`config.mk`:
```
export PLATFORM = sky130hd
export DESIGN_NAME = multicycle_control_unit_flat
export DESIGN_NICKNAME = d
export VERILOG_FILES = /design/src/rtl/multicycle_control_unit_if.sv /design/src/rtl/multicycle_control_unit.sv /design/src/flat_wrapper.sv
export SDC_FILE = /design/constraint.sdc
export NUM_CORES = 1
export LEC_CHECK = 0
export BUFFER_PORTS_ARGS = -buffer_cell sky130_fd_sc_hd__buf_2
export CAP_MARGIN = 20
export CELL_PAD_IN_SITES_DETAIL_PLACEMENT = 1
export CELL_PAD_IN_SITES_GLOBAL_PLACEMENT = 1
export CORE_AREA = 5 5 54 56
export DETAILED_ROUTE_END_ITERATION = 16
export DIE_AREA = 0 0 59 61
export PLACE_DENSITY_LB_ADDON = 0.1
export SLEW_MARGIN = 40
export SYNTH_ARGS = -nofsm -noshare
export SYNTH_HDL_FRONTEND = slang
export SYNTH_SLANG_ARGS = --single-unit
export TNS_END_PERCENT = 10
```
`constraint.sdc`:
```
create_clock -name clk -period 2.1 [get_ports clk]
set_input_delay 0.105 -clock clk [delete_from_list [all_inputs] [get_ports clk]]
set_output_delay 0.105 -clock clk [all_outputs]
set_load 0.05 [all_outputs]
```
`src/rtl/multicycle_control_unit_if.sv`:
```
// Control bus between the multicycle control unit and the shared-memory datapath.
// Latency: none; this is a plain bundle of wires.
// Backpressure: mem_ready from the memory side stalls the control unit.
// Ports:
//   opcode, zero, mem_ready -> inputs to the control unit (datapath / memory side)
//   IorD .. RegWrite        -> datapath control strobes from the control unit
//   retire, trap, trap_cause-> status from the control unit
// Modports: master = control unit, slave = datapath.
interface multicycle_control_unit_if;
  logic [6:0] opcode;
  logic       zero;
  logic       mem_ready;

  logic       IorD;
  logic       IRWrite;
  logic       PCWrite;
  logic       PCSource;
  logic       Branch;
  logic       MemRead;
  logic       MemWrite;
  logic       MemtoReg;
  logic [1:0] ALUOp;
  logic       ALUSrcA;
  logic [1:0] ALUSrcB;
  logic       RegWrite;
  logic       retire;
  logic       trap;
  logic [1:0] trap_cause;

  modport master (
    input  opcode, zero, mem_ready,
    output IorD, IRWrite, PCWrite, PCSource, Branch, MemRead, MemWrite,
           MemtoReg, ALUOp, ALUSrcA, ALUSrcB, RegWrite, retire, trap, trap_cause
  );

  modport slave (
    output opcode, zero, mem_ready,
    input  IorD, IRWrite, PCWrite, PCSource, Branch, MemRead, MemWrite,
           MemtoReg, ALUOp, ALUSrcA, ALUSrcB, RegWrite, retire, trap, trap_cause
  );
endinterface

```
`src/rtl/multicycle_control_unit.sv`:
```
// Moore FSM sequencing fetch/decode/execute/memory/writeback for a shared-memory multicycle datapath.
// Latency: R/I-type 4, store 4, load 5, branch 3 cycles per instruction with memory always ready.
// Backpressure: FETCH, MEMRD and MEMWR hold until mem_ready; a wait of MEM_TIMEOUT cycles traps.
// Ports:
//   clk   - rising-edge clock
//   rst_n - asynchronous active-low reset, returns to FETCH and clears trap_cause
//   bus   - control interface (master side): opcode/zero/mem_ready in, control strobes and status out
module multicycle_control_unit #(
  parameter int MEM_TIMEOUT = 16,
  parameter bit EN_ITYPE    = 1'b1
) (
  input  logic                        clk,
  input  logic                        rst_n,
  multicycle_control_unit_if.master   bus
);

  localparam int CW_RAW = $clog2(MEM_TIMEOUT + 1);
  localparam int CW     = (CW_RAW < 1) ? 1 : CW_RAW;
  // Last count value before the wait is declared dead; meaningless when MEM_TIMEOUT is 0.
  localparam logic [CW-1:0] TO_LAST = CW'(MEM_TIMEOUT - 1);

  localparam logic [6:0] OP_LOAD   = 7'b0000011;
  localparam logic [6:0] OP_STORE  = 7'b0100011;
  localparam logic [6:0] OP_RTYPE  = 7'b0110011;
  localparam logic [6:0] OP_ITYPE  = 7'b0010011;
  localparam logic [6:0] OP_BRANCH = 7'b1100011;

  typedef enum logic [3:0] {
    S_FETCH,
    S_DECODE,
    S_MEMADR,
    S_MEMRD,
    S_MEMWB,
    S_MEMWR,
    S_EXEC_R,
    S_EXEC_I,
    S_ALUWB,
    S_BRANCH,
    S_TRAP
  } state_t;

  state_t          state;
  logic [CW-1:0]   tcnt;
  logic [1:0]      cause_q;
  logic            waiting;
  logic            timed_out;

  // States that block on the memory handshake.
  assign waiting   = (state == S_FETCH) || (state == S_MEMRD) || (state == S_MEMWR);
  // mem_ready in the final allowed cycle still wins, hence the !mem_ready term.
  assign timed_out = (MEM_TIMEOUT > 0) && waiting && !bus.mem_ready && (tcnt == TO_LAST);

  always_ff @(posedge clk or negedge rst_n) begin
    if (!rst_n) begin
      state   <= S_FETCH;
      tcnt    <= '0;
      cause_q <= 2'b00;
    end else begin
      unique case (state)
        S_FETCH:  if (bus.mem_ready) state <= S_DECODE;
        S_DECODE: begin
          case (bus.opcode)
            OP_LOAD, OP_STORE: state <= S_MEMADR;
            OP_RTYPE:          state <= S_EXEC_R;
            OP_ITYPE: begin
              if (EN_ITYPE) begin
                state <= S_EXEC_I;
              end else begin
                state   <= S_TRAP;
                cause_q <= 2'b01;
              end
            end
            OP_BRANCH:         state <= S_BRANCH;
            default: begin
              state   <= S_TRAP;
              cause_q <= 2'b01;
            end
          endcase
        end
        // Opcode is re-sampled here to pick the read or write leg.
        S_MEMADR: state <= (bus.opcode == OP_LOAD) ? S_MEMRD : S_MEMWR;
        S_MEMRD:  if (bus.mem_ready) state <= S_MEMWB;
        S_MEMWB:  state <= S_FETCH;
        S_MEMWR:  if (bus.mem_ready) state <= S_FETCH;
        S_EXEC_R: state <= S_ALUWB;
        S_EXEC_I: state <= S_ALUWB;
        S_ALUWB:  state <= S_FETCH;
        S_BRANCH: state <= S_FETCH;
        S_TRAP:   state <= S_TRAP;
        default:  state <= S_FETCH;
      endcase

      if (timed_out) begin
        state   <= S_TRAP;
        cause_q <= 2'b10;
      end

      // Counts only stalled cycles; any advance (or leaving a wait state) restarts it.
      if (waiting && !bus.mem_ready && !timed_out) begin
        tcnt <= tcnt + 1'b1;
      end else begin
        tcnt <= '0;
      end
    end
  end

  always_comb begin
    bus.IorD     = 1'b0;
    bus.IRWrite  = 1'b0;
    bus.PCWrite  = 1'b0;
    bus.PCSource = 1'b0;
    bus.Branch   = 1'b0;
    bus.MemRead  = 1'b0;
    bus.MemWrite = 1'b0;
    bus.MemtoReg = 1'b0;
    bus.ALUOp    = 2'b00;
    bus.ALUSrcA  = 1'b0;
    bus.ALUSrcB  = 2'b00;
    bus.RegWrite = 1'b0;
    bus.retire   = 1'b0;
    bus.trap     = 1'b0;
    case (state)
      S_FETCH: begin
        bus.MemRead = 1'b1;
        bus.ALUSrcB = 2'b01;
        // PC+4 and the IR load only commit when the fetch completes.
        if (bus.mem_ready) begin
          bus.IRWrite = 1'b1;
          bus.PCWrite = 1'b1;
        end
      end
      S_DECODE: bus.ALUSrcB = 2'b10;
      S_MEMADR: begin
        bus.ALUSrcA = 1'b1;
        bus.ALUSrcB = 2'b10;
      end
      S_MEMRD: begin
        bus.IorD    = 1'b1;
        bus.MemRead = 1'b1;
      end
      S_MEMWB: begin
        bus.RegWrite = 1'b1;
        bus.MemtoReg = 1'b1;
        bus.retire   = 1'b1;
      end
      S_MEMWR: begin
        bus.IorD     = 1'b1;
        bus.MemWrite = 1'b1;
        bus.retire   = bus.mem_ready;
      end
      S_EXEC_R: begin
        bus.ALUSrcA = 1'b1;
        bus.ALUOp   = 2'b10;
      end
      S_EXEC_I: begin
        bus.ALUSrcA = 1'b1;
        bus.ALUSrcB = 2'b10;
        bus.ALUOp   = 2'b11;
      end
      S_ALUWB: begin
        bus.RegWrite = 1'b1;
        bus.retire   = 1'b1;
      end
      S_BRANCH: begin
        bus.Branch   = 1'b1;
        bus.ALUSrcA  = 1'b1;
        bus.ALUOp    = 2'b01;
        bus.PCSource = 1'b1;
        bus.PCWrite  = bus.zero;
        bus.retire   = 1'b1;
      end
      S_TRAP:  bus.trap = 1'b1;
      default: ;
    endcase
  end

  assign bus.trap_cause = cause_q;

endmodule

```
`src/flat_wrapper.sv`:
```
// flat-port wrapper written by rule: the top's interface ports become plain ports
module multicycle_control_unit_flat 
#(
  parameter int MEM_TIMEOUT = 16,
  parameter bit EN_ITYPE    = 1'b1
)
  (clk, rst_n, bus_opcode, bus_zero, bus_mem_ready, bus_IorD, bus_IRWrite, bus_PCWrite, bus_PCSource, bus_Branch, bus_MemRead, bus_MemWrite, bus_MemtoReg, bus_ALUOp, bus_ALUSrcA, bus_ALUSrcB, bus_RegWrite, bus_retire, bus_trap, bus_trap_cause);
  multicycle_control_unit_if bus_i ();
  input  logic clk;
  input  logic rst_n;
  input wire logic [$bits(bus_i.opcode)-1:0] bus_opcode;
  input wire logic [$bits(bus_i.zero)-1:0] bus_zero;
  input wire logic [$bits(bus_i.mem_ready)-1:0] bus_mem_ready;
  output wire logic [$bits(bus_i.IorD)-1:0] bus_IorD;
  output wire logic [$bits(bus_i.IRWrite)-1:0] bus_IRWrite;
  output wire logic [$bits(bus_i.PCWrite)-1:0] bus_PCWrite;
  output wire logic [$bits(bus_i.PCSource)-1:0] bus_PCSource;
  output wire logic [$bits(bus_i.Branch)-1:0] bus_Branch;
  output wire logic [$bits(bus_i.MemRead)-1:0] bus_MemRead;
  output wire logic [$bits(bus_i.MemWrite)-1:0] bus_MemWrite;
  output wire logic [$bits(bus_i.MemtoReg)-1:0] bus_MemtoReg;
  output wire logic [$bits(bus_i.ALUOp)-1:0] bus_ALUOp;
  output wire logic [$bits(bus_i.ALUSrcA)-1:0] bus_ALUSrcA;
  output wire logic [$bits(bus_i.ALUSrcB)-1:0] bus_ALUSrcB;
  output wire logic [$bits(bus_i.RegWrite)-1:0] bus_RegWrite;
  output wire logic [$bits(bus_i.retire)-1:0] bus_retire;
  output wire logic [$bits(bus_i.trap)-1:0] bus_trap;
  output wire logic [$bits(bus_i.trap_cause)-1:0] bus_trap_cause;
  assign bus_i.opcode = bus_opcode;
  assign bus_i.zero = bus_zero;
  assign bus_i.mem_ready = bus_mem_ready;
  assign bus_IorD = bus_i.IorD;
  assign bus_IRWrite = bus_i.IRWrite;
  assign bus_PCWrite = bus_i.PCWrite;
  assign bus_PCSource = bus_i.PCSource;
  assign bus_Branch = bus_i.Branch;
  assign bus_MemRead = bus_i.MemRead;
  assign bus_MemWrite = bus_i.MemWrite;
  assign bus_MemtoReg = bus_i.MemtoReg;
  assign bus_ALUOp = bus_i.ALUOp;
  assign bus_ALUSrcA = bus_i.ALUSrcA;
  assign bus_ALUSrcB = bus_i.ALUSrcB;
  assign bus_RegWrite = bus_i.RegWrite;
  assign bus_retire = bus_i.retire;
  assign bus_trap = bus_i.trap;
  assign bus_trap_cause = bus_i.trap_cause;
  multicycle_control_unit #(.MEM_TIMEOUT(MEM_TIMEOUT), .EN_ITYPE(EN_ITYPE)) u_core (.clk(clk), .rst_n(rst_n), .bus(bus_i));
endmodule
```
==> summary.md, run 1 <==
| Metric | Value |
|---|---|
| Outcome | complete, no violations |
| Clock skew | 0.00235 ns |
| Yosys top cell area share | 35.5% |
| Yosys top cell by area | dfrtp_1 |
| Antenna-violating nets left | 0 |
| Clk sinks | 11 |
| RSZ-0062 raised after global routing | false |
| Clk_lat worst skew | 0.26 ns |
| Routed length per instance | 13.8 um |
| Syn. warnings | 0 |
| Share of layout cells above drive strength 1 | 33.1% |
| Slew @ Worst Pin | 0.466 ns |
| Relative slew slack | 69.0% |
| Pwr dens | 1680 mW/mm2 |
| Routability cong. | 0.705 |
| Die ar. | 0.00360 mm2 |
| Post-DP Area | 948 um2 |
| Ports | 29 |
| Starting DRT DRC Count | 6 |
| Vias | 778 |
| Part of the Yosys area used for sequential elements | 35.5% |
| Final count of negative-setup-slack endpoints | 0 |
| Hold crit path type | in2reg |
| WL final | 2.13 mm |
| F_max | 532 MHz |
| Worst setup path startpoint | u_core.state[3]$_DFFE_PN0P_ |
| CP Capture Type | output port |
| Final number of hold-violating endpoints | 0 |
| Synthesized Nets | 108 |
| Reg2Reg Launch Point | u_core.tcnt[0]$_DFF_PN0_ |
| Hold WS | 0.221 ns |
| Area grow syn2layout | 26.9% |
| Gate Count Post-Synth | 95 |
| Final Cycle Share | 89.4% |
| CP Launch Type | flip-flop |
| Max clock buf depth | 2 |
| # DRC | 0 |
| Post-CTS resize count | 0 |
| Diode count | 0 |
| Minimum clock period | 1.88 ns |
| CTS tree | yes |
| Die height | 61 um |
| Critical Path End | bus_ALUOp[0] |
| Hpwl dp | 1.71 mm |
| Num CTS Buffers | 3 |
| Vias/cell | 5.05 |
| Core area | 0.00239 mm2 |
| Die W | 59 um |
| Overall Global Routing Usage | 13.9% |
| GR Overflow Total | 0 |
| Yosys cell types | 36 |
| Max Slew Vio Count | 0 |
| WP data required | 2.00 ns |
| Number of synthesized register bits | 11 |
| Synthesized area | 776 um2 |
| Worst-path maximum fanout | 12 |
| Reg-to-reg setup timing slack | 0.32 ns |
| R2r endpoint | u_core.state[2]$_DFFE_PN0P_ |
| Worst hold stages | 3 |
| Main synth FF type | dfrtp_1 |
| MaxCap Viol Count | 0 |
| Area contributors post-synth | dfrtp_1 35%, nor2_1 7.3%, a21oi_1 4.5% |
| WP data arrival | 1.77 ns |
| Clock Tree Root | clkbuf_4 |
| Cell row count | 18 |
| CTS H-Tree Depth | 1 |
| Global-route wire length before repair | 3.83 mm |
| Port buffer count | 28 |
| Nets | 138 |
| Number of global-route vias before repair | 829 |
| Worst Reg-to-Reg Cells | 5 |
| Finished Cell Area | 985 um2 |
| Crit path kind | reg2out |
| Worst-path clk slew | 0.07 ns |
| Leakage | 0.493 nW |
| Drt first pass iters | 3 |
| Most frequent cells in the layout | 28 x buf_2, 14 x nor2_1, 11 x dfrtp_1 |
| Post-synth EDFFs | 0 |
| Ys async rst share | 100% |
| Commonest non-fill, non-tap cell in the layout | buf_2 |
| Largest net degree at the start of global routing | 16 |
| Antenna violations before repair | 0 |
| Initial core utilization | 32.5% |
| Mapped Avg Cell Area | 8.17 um2 |
| Worst VDD drop | 0.765 mV |
==> sequential cells by signal, summed over array words and instances, names as in the netlist <==
register,count
u_core.bus.trap_cause,2
u_core.state,4
u_core.tcnt,5
==> synthesized netlist by cell type (4+ instances only) <==
library cell,number
dfrtp_1,11
nor2_1,15
nor3_1,4
inv_1,6
nand2b_1,5
a21oi_1,7
nand2_1,5
o21ai_0,4
==> cell families after synthesis <==
logic type      Yosys count  share of synthesized area [%]
buf+inv                  14                           9.52
mux                       1                           1.29
flops                    11                           35.5
xor+xnor                  4                           4.52
simple gates             41                           27.3
fa+ha+maj                 2                           3.23
compound gates           22                           18.7
==> where the power goes <==
group / total, mW / internal, mW / leakage, nW / switching, mW
sequential: 0.334 / 0.258 / 0.144 / 0.0755
clock: 0.142 / 0.0734 / 0.0150 / 0.0682
combinational: 1.18 / 0.346 / 0.335 / 0.835
==> cell type report <==
cell class                 count  area [um2]
inverter                       7        26.3
fill                         323        1400
multi-input combinational     70         447
timing repair buffer          32         173
sequential                    11         275
tap                           30        37.5
clock buffer                   4        26.3
==> timing repair <==
item,4_1_cts,5_1_grt
endpoints found under the hold margin,11,0
setup buffers,0,0
hold buffers,1,0
==> worst min path at each step <==
stage | from | slack, ns | end
3_3_place_gp | rst_n | -0.02 | u_core.bus.trap_cause[0]$_DFFE_PN0P_
4_1_cts | bus_opcode[6] | 0.22 | u_core.state[3]$_DFFE_PN0P_
5_1_grt | bus_opcode[6] | 0.24 | u_core.state[3]$_DFFE_PN0P_
3_5_place_dp | rst_n | -0.01 | u_core.tcnt[0]$_DFF_PN0_
6_report | bus_opcode[5] | 0.22 | u_core.state[1]$_DFFE_PN0P_
2_1_floorplan | rst_n | -0.19 | u_core.bus.trap_cause[0]$_DFFE_PN0P_
==> metrics by stage <==
step                      worst slack [ns]  TNS [ns]  utilization [%]  power (mW)  cells
after detailed placement             0.336         0             39.7        1.53    149
after floorplan                    -0.0179   -0.0179                -        1.29     95
final                                0.222         0             41.2        1.66    154
after CTS                            0.202         0             41.2        1.68    154
after global placement               0.369         0             39.7        1.51    149
after global routing                0.0663         0             41.2        1.79    154
==> critical path: stages, from the launching register on <==
cell	delay, ns
dfrtp_1	0.63
inv_1	0.13
or3_1	0.33
a21oi_1	0.14
buf_2	0.28
==> per-layer routing <==
layer	track usage [%]	wire length [um]	vias to the layer above
li1	-	-	391
met1	18.8	1020	368
met2	22.7	1010	17
met3	3.40	83	2
met4	2.91	13	0
met5	0	0	-
Power figures use the tool's default switching activity.
==> run 2, diff against run 1 <==
Settings changed: ABC_AREA from default to 1, CORE_AREA 5 5 54 56 to 5 5 57 59, DIE_AREA 0 0 59 61 to 0 0 62 64.
==> run 2 against run 1 <==
  * Setup slack better by 0.15 ns
  * Clock-buffer cell count unchanged
  * Sequential cell count unchanged
  * Critical endpoint is now bus_ALUSrcB[1]
  * Largest cell class unchanged
  * Highest routed layer unchanged
==> summary.md, run 2 <==
| Metric | Value |
|---|---|
| Part of the Yosys area used for sequential elements | 34.1% |
| Worst VDD drop | 1.07 mV |
| Setup_tns | 0 ns |
| GR Overflow Total | 0 |
| # DRC | 0 |
| Commonest cells post-synth | 35 x nand2_1, 22 x inv_1, 15 x nor2_1 |
| Hold crit path type | in2reg |
| Hpwl dp | 1.78 mm |
| Die W | 62 um |
| Diode count | 0 |
| Slew @ Worst Pin | 0.291 ns |
| Most frequent cell after synthesis | nand2_1 |
| Share of layout cells above drive strength 1 | 29.9% |
| Number of synthesized register bits | 11 |
| Cells after DPL | 180 |
| Ports | 29 |
| Commonest non-fill, non-tap cell in the layout | nand2_1 |
| Setup bufs post-CTS | 0 |
| Port buffer count | 28 |
| Post-DP Area | 978 um2 |
| Routed length per instance | 11.0 um |
| Initial core utilization | 30.3% |
| Final count of negative-setup-slack endpoints | 0 |
| Clock Tree Root | clkbuf_4 |
| Synthesized Nets | 135 |
| Number of global-route vias before repair | 810 |
| Starting DRT DRC Count | 15 |
| Mapped Avg Cell Area | 6.61 um2 |
| Max clock buf depth | 2 |
| Main synth FF type | dfrtp_1 |
| Max Slew Vio Count | 0 |
| Largest net degree at the start of global routing | 12 |
| Final number of hold-violating endpoints | 0 |
| Die ar. | 0.00397 mm2 |
| Relative slew slack | 80.6% |
| Finished Cell Area | 0.00101 mm2 |
| Nets | 168 |
| WL final | 2.03 mm |
| Synthesized area | 807 um2 |
| Area grow syn2layout | 25.7% |
| WP data required | 2.00 ns |
| CTS tree | yes |
| Overall Global Routing Usage | 11.3% |
| Vias/cell | 4.41 |
| Most flop-heavy register | u_core.tcnt |
| Most frequent cells in the layout | 35 x nand2_1, 28 x buf_2, 22 x inv_1 |
| Clk_lat worst skew | 0.26 ns |
| Die height | 64 um |
| F_max | 578 MHz |
| Pwr dens | 1620 mW/mm2 |
| WP data arrival | 1.63 ns |
| Worst-path maximum fanout | 5 |
| Gate Count Post-Synth | 122 |
| CP Capture Type | output port |
| CTS H-Tree Depth | 1 |
| Worst-path clk slew | 0.07 ns |
| Yosys cell types | 23 |
| Cell row count | 19 |
| MaxCap Viol Count | 0 |
| Outcome | complete, no violations |
| Antenna violations before repair | 0 |
| Drt first pass iters | 4 |
| Core area | 0.00266 mm2 |
| Finished Layout Cells | 185 |
| Flip-flop count of the largest register after layout | 5 |
| CP Launch Type | flip-flop |
| Post-synth EDFFs | 0 |
| Area contributors post-synth | dfrtp_1 34%, nand2_1 16%, inv_1 10% |
| Clock skew | 0.00410 ns |
| Syn. warnings | 0 |
| RSZ-0062 raised after global routing | false |
| Leakage | 0.628 nW |
| Yosys top cell by area | dfrtp_1 |
| Yosys top cell area share | 34.1% |
| Vias | 816 |
| Clk sinks | 11 |
| Antenna-violating nets left | 0 |
| Global-route wire length before repair | 3.45 mm |
| Num CTS Buffers | 3 |
| Final Cycle Share | 82.4% |
| Crit path kind | reg2out |
| Routability cong. | 0.727 |
| Minimum clock period | 1.73 ns |
| Ys async rst share | 100% |
[run 2: cell count changes after synthesis, sizes merged, moves of 3 or more]
cell,delta
a21oi,-5
buf,-4
inv,+17
nand2,+34
nand2b,-5
nand3,+7
nor2,+8
nor3,-3
[run 2: critical path: stages, from the launching register on]
cell      delay (ns)
dfrtp_1         0.41
nor2_2          0.24
inv_1           0.11
nor2_1          0.17
inv_1           0.08
o211ai_1        0.08
buf_2           0.29
[run 2: through the flow]
stage	total power, mW	setup slack [ns]	hold slack, ns	util (%)
after floorplan	1.27	0.164	-0.191	-
after global placement	1.53	0.672	-0.0129	36.7
after detailed placement	1.53	0.619	-0.0126	36.7
after global routing	1.78	0.172	0.254	38.1
after CTS	1.67	0.329	0.217	38.1
final	1.64	0.369	0.219	38.1
[run 2: layout make-up]
class	instances	area, um2
Tap cell	31	38.8
Inverter	25	93.8
Fill cell	367	1650
Timing Repair Buffer	29	150
Multi-Input combinational cell	85	430
Sequential cell	11	275
Clock buffer	4	26.3
[run 2: repair_timing]
| item | 4_1_cts | 5_1_grt |
|---|---|---|
| resized for setup | 0 | 0 |
| hold buffers | 1 | 0 |
| endpoints found under the hold margin | 11 | 0 |
[run 2: power by group]
| group | leakage [nW] | internal (mW) | switching, mW |
|---|---|---|---|
| Clock | 0.0150 | 0.0732 | 0.0618 |
| Sequential | 0.143 | 0.261 | 0.0533 |
| Combinational | 0.470 | 0.278 | 0.915 |
| Total | 0.628 | 0.612 | 1.03 |
[run 2: final timing paths]
kind / slack [ns] / depth (start not counted) / endpoint / startpoint
max: 0.37 / 6 / bus_ALUSrcB[1] / u_core.state[2]$_DFFE_PN0P_
max in group asynchronous: 1.65 / 2 / u_core.bus.trap_cause[1]$_DFFE_PN0P_ / rst_n
min in group asynchronous: 0.25 / 2 / u_core.tcnt[4]$_DFF_PN0_ / rst_n
min reg2reg: 0.46 / 1 / u_core.tcnt[0]$_DFF_PN0_ / u_core.tcnt[0]$_DFF_PN0_
min: 0.22 / 4 / u_core.state[1]$_DFFE_PN0P_ / bus_opcode[5]
max reg2reg: 0.65 / 5 / u_core.state[1]$_DFFE_PN0P_ / u_core.tcnt[0]$_DFF_PN0_
[run 2: per-layer routing]
| layer | track usage, % | vias to the layer above | part of all wire, % |
|---|---|---|---|
| met3 | 3.62 | 2 | 7.2 |
| li1 | - | 433 | - |
| met1 | 14.0 | 363 | 42 |
| met5 | 0 | - | 0 |
| met2 | 19.3 | 18 | 50 |
| met4 | 1.59 | 0 | 0.59 |
[run 2: kinds of logic (layout without fill, tap and decap cells)]
logic type      count (synthesis)  in the layout  share of synthesized area (%)
simple gates                   75             75                           44.0
xor+xnor                        2              2                           2.17
compound gates                  6              6                           4.03
flops                          11             11                           34.1
buf+inv                        26             58                           12.6
fa+ha+maj                       2              2                           3.10
